--- src/rtl/input_key_trigger_pkg.sv ---
// -----------------------------------------------------------------------------
// input_key_trigger_pkg
// Shared definitions for the push-button inference trigger:
//   - FSM state encodings (2 bits, kept as plain constants so the same codes
//     can be matched by older tooling and by the LED indicator block)
//   - helpers that derive the debounce length and counter widths from the
//     FREQUENCY / DEBOUNCE_MS convention used across the peripherals
// -----------------------------------------------------------------------------
package input_key_trigger_pkg;

    localparam int STATE_W = 2;

    localparam logic [STATE_W-1:0] ST_IDLE  = 2'd0;
    localparam logic [STATE_W-1:0] ST_START = 2'd1;
    localparam logic [STATE_W-1:0] ST_BUSY  = 2'd2;

    // Clock cycles a key level must stay stable before it is accepted.
    function automatic int deb_cycles(input int frequency, input int debounce_ms);
        return (frequency / 1000) * debounce_ms;
    endfunction

    // Bits needed for a counter that must be able to hold the value n.
    function automatic int cnt_width(input int n);
        return (n < 1) ? 1 : $clog2(n + 1);
    endfunction

endpackage

--- src/rtl/input_key_trigger_if.sv ---
// -----------------------------------------------------------------------------
// input_key_trigger_if
// Handshake between the key trigger and the inference core.
//   start        trigger -> core  one-cycle launch pulse
//   busy         trigger -> core  high from start until done or timeout
//   timeout_err  trigger -> core  sticky timeout flag
//   run_cnt[7:0] trigger -> core  accepted presses, wraps at 256
//   done         core -> trigger  one-cycle result-valid pulse
// master = trigger side, slave = inference core side.
// -----------------------------------------------------------------------------
interface input_key_trigger_if;

    logic       start;
    logic       busy;
    logic       timeout_err;
    logic [7:0] run_cnt;
    logic       done;

    modport master (
        output start,
        output busy,
        output timeout_err,
        output run_cnt,
        input  done
    );

    modport slave (
        input  start,
        input  busy,
        input  timeout_err,
        input  run_cnt,
        output done
    );

endinterface

--- src/rtl/input_key_trigger_key_debounce.sv ---
// -----------------------------------------------------------------------------
// key_debounce
// Synchronizes and debounces the active-low board key and reports presses.
//   clk          system clock
//   rst_n        asynchronous active-low reset
//   key_n        raw asynchronous key, 0 = pressed
//   key_db       debounced key level, 1 = released
//   press_pulse  one-cycle pulse when key_db falls 1 -> 0
// A level is accepted once the synchronized key has differed from key_db for
// DEB_CYCLES consecutive cycles; any matching cycle restarts the count.
// -----------------------------------------------------------------------------
module key_debounce
    import input_key_trigger_pkg::*;
#(
    parameter int DEB_CYCLES = 1
) (
    input  logic clk,
    input  logic rst_n,
    input  logic key_n,
    output logic key_db,
    output logic press_pulse
);

    localparam int            CW      = cnt_width(DEB_CYCLES);
    localparam logic [CW-1:0] CNT_MAX = CW'(DEB_CYCLES);

    logic          sync1;
    logic          sync2;
    logic [1:0]    sync_vld;
    logic          armed;
    logic [CW-1:0] cnt;

    // NOTE: the synchronizer and key_db reset to 1 (released) rather than 0,
    // otherwise every reset would look like a key press to the logic below.
    always_ff @(posedge clk or negedge rst_n) begin
        if (!rst_n) begin
            sync1       <= 1'b1;
            sync2       <= 1'b1;
            sync_vld    <= 2'b00;
            armed       <= 1'b0;
            cnt         <= '0;
            key_db      <= 1'b1;
            press_pulse <= 1'b0;
        end else begin
            // NOTE: every register here uses <= so all flops see the values
            // from before this edge, independent of statement order.
            sync1       <= key_n;
            sync2       <= sync1;
            sync_vld    <= {sync_vld[0], 1'b1};
            press_pulse <= 1'b0;

            // sync2 only reflects the real key two edges after reset. A key
            // held through reset must be seen released before a press counts.
            if (sync_vld[1] && sync2 && key_db) begin
                armed <= 1'b1;
            end

            if (sync2 == key_db) begin
                cnt <= '0;
            end else if (cnt == CNT_MAX) begin
                key_db      <= sync2;
                cnt         <= '0;
                press_pulse <= armed && !sync2;
            end else begin
                cnt <= cnt + 1'b1;
            end
        end
    end

endmodule

--- src/rtl/input_key_trigger.sv ---
// -----------------------------------------------------------------------------
// input_key_trigger
// Launches one inference per debounced key press and supervises completion.
//   clk    system clock
//   rst_n  asynchronous active-low reset
//   key_n  raw board key, 0 = pressed
//   core   master side of input_key_trigger_if (start, busy, timeout_err,
//          run_cnt out; done in)
// FSM: IDLE -> START (one cycle, start pulse) -> BUSY until done or timeout.
// Presses arriving outside IDLE are dropped. All outputs are registered and
// computed from the next state so they line up with the state they describe.
// -----------------------------------------------------------------------------
module input_key_trigger
    import input_key_trigger_pkg::*;
#(
    parameter int FREQUENCY      = 50000000,
    parameter int DEBOUNCE_MS    = 20,
    parameter int TIMEOUT_CYCLES = FREQUENCY
) (
    input  logic                 clk,
    input  logic                 rst_n,
    input  logic                 key_n,
    input_key_trigger_if.master  core
);

    localparam int            DEB_CYCLES = deb_cycles(FREQUENCY, DEBOUNCE_MS);
    localparam int            TW         = cnt_width(TIMEOUT_CYCLES);
    localparam logic [TW-1:0] T_LAST     = TW'(TIMEOUT_CYCLES - 1);

    logic               key_db;
    logic               press_pulse;
    logic               press_evt;
    logic               time_up;
    logic [STATE_W-1:0] state;
    logic [STATE_W-1:0] state_nx;
    logic [TW-1:0]      tcnt;

    key_debounce #(
        .DEB_CYCLES (DEB_CYCLES)
    ) u_debounce (
        .clk         (clk),
        .rst_n       (rst_n),
        .key_n       (key_n),
        .key_db      (key_db),
        .press_pulse (press_pulse)
    );

    // The pulse is only honoured while the debounced level is actually low.
    assign press_evt = press_pulse && !key_db;

    // tcnt equals the number of cycles since the START cycle.
    assign time_up = (tcnt == T_LAST);

    // NOTE: state_nx gets a default before the case so no path leaves it
    // unassigned, which would otherwise infer a latch.
    always_comb begin
        state_nx = state;
        unique case (state)
            ST_IDLE:  if (press_evt) state_nx = ST_START;
            ST_START: state_nx = core.done ? ST_IDLE : ST_BUSY;
            ST_BUSY:  if (core.done || time_up) state_nx = ST_IDLE;
            default:  state_nx = ST_IDLE;
        endcase
    end

    always_ff @(posedge clk or negedge rst_n) begin
        if (!rst_n) begin
            state            <= ST_IDLE;
            tcnt             <= '0;
            core.start       <= 1'b0;
            core.busy        <= 1'b0;
            core.timeout_err <= 1'b0;
            core.run_cnt     <= 8'd0;
        end else begin
            state      <= state_nx;
            core.start <= (state_nx == ST_START);
            core.busy  <= (state_nx != ST_IDLE);

            if (state_nx == ST_START) begin
                tcnt             <= '0;
                core.run_cnt     <= core.run_cnt + 8'd1;
                core.timeout_err <= 1'b0;
            end else if (state != ST_IDLE) begin
                tcnt <= tcnt + 1'b1;
            end

            // done in the same cycle as the limit wins: no error.
            if (state == ST_BUSY && !core.done && time_up) begin
                core.timeout_err <= 1'b1;
            end
        end
    end

endmodule

--- src/flat_wrapper.sv ---
// flat-port wrapper written by rule: the top's interface ports become plain ports
module input_key_trigger_flat import input_key_trigger_pkg::*;
#(
    parameter int FREQUENCY      = 50000000,
    parameter int DEBOUNCE_MS    = 20,
    parameter int TIMEOUT_CYCLES = FREQUENCY
)
  (clk, rst_n, key_n, core_start, core_busy, core_timeout_err, core_run_cnt, core_done);
  input_key_trigger_if core_i ();
  input  logic clk;
  input  logic rst_n;
  input  logic key_n;
  output wire logic [$bits(core_i.start)-1:0] core_start;
  output wire logic [$bits(core_i.busy)-1:0] core_busy;
  output wire logic [$bits(core_i.timeout_err)-1:0] core_timeout_err;
  output wire logic [$bits(core_i.run_cnt)-1:0] core_run_cnt;
  input wire logic [$bits(core_i.done)-1:0] core_done;
  assign core_start = core_i.start;
  assign core_busy = core_i.busy;
  assign core_timeout_err = core_i.timeout_err;
  assign core_run_cnt = core_i.run_cnt;
  assign core_i.done = core_done;
  input_key_trigger #(.FREQUENCY(FREQUENCY), .DEBOUNCE_MS(DEBOUNCE_MS), .TIMEOUT_CYCLES(TIMEOUT_CYCLES)) u_core (.clk(clk), .rst_n(rst_n), .key_n(key_n), .core(core_i));
endmodule
--- config.mk ---
export PLATFORM = sky130hd
export DESIGN_NAME = input_key_trigger_flat
export DESIGN_NICKNAME = d
export VERILOG_FILES = /design/src/rtl/input_key_trigger_pkg.sv /design/src/rtl/input_key_trigger_if.sv /design/src/rtl/input_key_trigger_key_debounce.sv /design/src/rtl/input_key_trigger.sv /design/src/flat_wrapper.sv
export SDC_FILE = /design/constraint.sdc
export NUM_CORES = 1
export LEC_CHECK = 0
export CAP_MARGIN = 15
export CELL_PAD_IN_SITES_DETAIL_PLACEMENT = 0
export CELL_PAD_IN_SITES_GLOBAL_PLACEMENT = 2
export CORE_MARGIN = 2
export CORE_UTILIZATION = 35
export DETAILED_ROUTE_END_ITERATION = 16
export GPL_ROUTABILITY_DRIVEN = 0
export MAX_ROUTING_LAYER = met4
export PLACE_DENSITY = 0.78
export SLEW_MARGIN = 10
export SYNTH_ARGS = -nofsm -noshare
export SYNTH_HDL_FRONTEND = slang
export SYNTH_SLANG_ARGS = --single-unit
--- constraint.sdc ---
create_clock -name clk -period 4 [get_ports clk]
set_input_delay 0.4 -clock clk [delete_from_list [all_inputs] [get_ports clk]]
set_output_delay 0.4 -clock clk [all_outputs]
set_load 0.02 [all_outputs]
==> impl_metrics.ini <==
[status]
status = completed

[power_and_ir_drop]
power_density_nw_per_um2 = 342
ir_drop_uv = 160
p_leak_nw = 1.55

[grt]
grt_pass1_vias = 2437
grt_pass1_wl_um = 12300
antenna_found_initial = 0
grt_max_degree = 35
gr-total-overflow = 0
grt_use_total = 0.161

[yosys]
async_flop_share = 1.00
synth_ff_type = dfrtp_1
netlist_top_cells_count = dfrtp_1 (63), nor2_1 (28), nand2_1 (26)
synthesis.area_um2 = 3230
avgSynthCellArea_um2 = 10.1
syn-num-nets = 327
netlist_top_cells_area = dfrtp_1 (49%), xnor2_1 (4.9%), nor2_1 (3.3%)
synth_seq_area_share = 0.512
synth_edf_count = 0
ys_seq_elements = 66
synth_cells = 319
yosysWarnings = 0
synth_top_area_frac = 0.488
yosysUniqueCellTypes = 47
yosysMostFrequentCell = dfrtp_1
yosysTopAreaCell = dfrtp_1

[critical_path]
cp-end-kind = flop
r2r_slack_ps = 1850
cp.required_ps = 4220
arrival_ps = 2370
reg2reg_depth = 6
worst_setup_path_start_kind = flop
crit_fanout = 24
critical_path_class = reg2reg

[cts]
cts-root-buf = clkbuf_8
cts_buffers = 9
insertion_delay_ps = 350
cts_tree = yes
cts_max_level = 3
cts.clk_slew.worst_paths_ps = 90
ctsHoldBuffers = 0
cts_setup_buffers = 0
cts_resized = 0
cts_sinks = 66
clockBufferDepth = 2

[detailed_routing]
ant_nets = 0
first_pass_iters = 4
wirelength_um = 6960
drtIter0Drc = 101
via_count = 2395
drc = 0
wire_per_inst_um = 15.5
via_per_inst = 5.32

[timing]
finalSetupViolCount = 0
worst_slack_ps = 1850
rsz0062_at_grt = no
tns_ps = 0
min_period_ps = 2150
hold_viol_final = 0
finClkSkew_ps = 8.52
finalCritPeriodShare = 0.537
relSlewSlack = 0.481
maxSlewViolCount = 0
worst_pin_slew_ps = 778
clock.fmax_mhz = 465

[cells_and_area]
fillCellCount = 928
area_growth_pct = 13.0
fin_area_um2 = 3650
layout.nets = 342
antenna_cells = 0
drive_gt1_frac = 0.0944
final_cells = 450

[placement]
dp_hpwl_um = 4690
place_inst = 434
io_buffers = 14
place_ws_ps = 1860
post_dp_cell_area_um2 = 3470

[floorplan]
start_util = 0.355
die_y_um = 100
die_w_um = 100
die-area_um2 = 10000
num_rows = 35
core_um2 = 9110
io_pins = 15

[min_path]
hold_class = in2async

[job]
cap_viol_max_count = 0
## cell type report
class                           count  area, um^2  share of cell area
Clock buffer                        9         124              0.0339
Sequential cell                    66        1660               0.453
Timing Repair Buffer               16         150              0.0411
Tap cell                          111         139              0.0380
Inverter                           10        37.5              0.0103
Clock inverter                      7        58.8              0.0161
Multi-Input combinational cell    231        1490               0.408
## kinds of logic after synthesis
| logic type | synth area share |
|---|---|
| buffers and inverters | 0.0275 |
| adder cells (fa/ha/maj) | 0.0155 |
| AO/OA/AOI/OAI | 0.105 |
| XOR/XNOR | 0.0813 |
| other | 0.00116 |
| AND/OR/NAND/NOR | 0.248 |
| multiplexers | 0.00967 |
| flip-flops | 0.512 |
## worst max-delay path: stages (launching register included)
cell     delay (ps)
dfstp_2         400
nor2b_1         500
nand2_1         350
inv_1           230
buf_4           310
or2_2           160
mux2i_1          60
## power by group
group / internal [mW] / leakage (nW) / switching [mW]
clock: 0.235 / 0.0872 / 0.300
combinational: 0.00871 / 0.560 / 0.0222
sequential: 0.674 / 0.902 / 0.00788
total: 0.918 / 1.55 / 0.331
## state kept, by name (all words and copies together), names as in the netlist
name                           flops
u_core.u_debounce.press_pulse      1
u_core.u_debounce.sync_vld         2
u_core.core.start                  1
u_core.core.busy                   1
u_core.core.run_cnt                8
u_core.u_debounce.sync2            1
u_core.u_debounce.cnt             20
u_core.u_debounce.armed            1
u_core.u_debounce.sync1            1
u_core.tcnt                       26
u_core.core.timeout_err            1
u_core.u_debounce.key_db           1
u_core.state                       2
## through the flow
step,power [mW],hold slack (ps),util
final,1.25,122,0.401
after global routing,1.30,189,0.401
after CTS,1.26,149,0.401
after detailed placement,0.729,345,0.381
after global placement,0.728,333,0.381
after floorplan,0.706,104,-
## per-layer routing
metal / global-route usage / part of all wire / vias up
met5: - / 0 / -
met4: 0.0632 / 0.016 / 0
met3: 0.0313 / 0.028 / 9
met2: 0.248 / 0.46 / 34
met1: 0.212 / 0.49 / 1166
li1: - / - / 1186
## cells in the final DEF (no fill, tap or decap), types with 11 or more instances in the layout
cell	netlist	routed
nor2_1	28	28
or4_1	11	11
a21oi_1	16	16
o31ai_1	13	13
clkdlybuf4s50_1	0	13
nand4_1	11	11
dfrtp_1	63	63
nand2_1	26	26
xnor2_1	18	18
nand3_1	15	15
xor2_1	12	12
## path summary, 6_finish.rpt
check,start,end
setup / recovery,u_core.u_debounce.key_db$_DFFE_PN1P_,u_core.tcnt[23]$_DFFE_PN0P_
min in group clk,u_core.u_debounce.sync1$_DFF_PN1_,u_core.u_debounce.sync2$_DFF_PN1_
max in group asynchronous,rst_n,u_core.u_debounce.sync1$_DFF_PN1_
hold / removal,rst_n,u_core.u_debounce.cnt[18]$_DFF_PN0_
setup reg to reg,u_core.u_debounce.key_db$_DFFE_PN1P_,u_core.tcnt[23]$_DFFE_PN0P_
hold reg to reg,u_core.u_debounce.sync1$_DFF_PN1_,u_core.u_debounce.sync2$_DFF_PN1_
No activity file was read; power rests on OpenSTA's default activity.
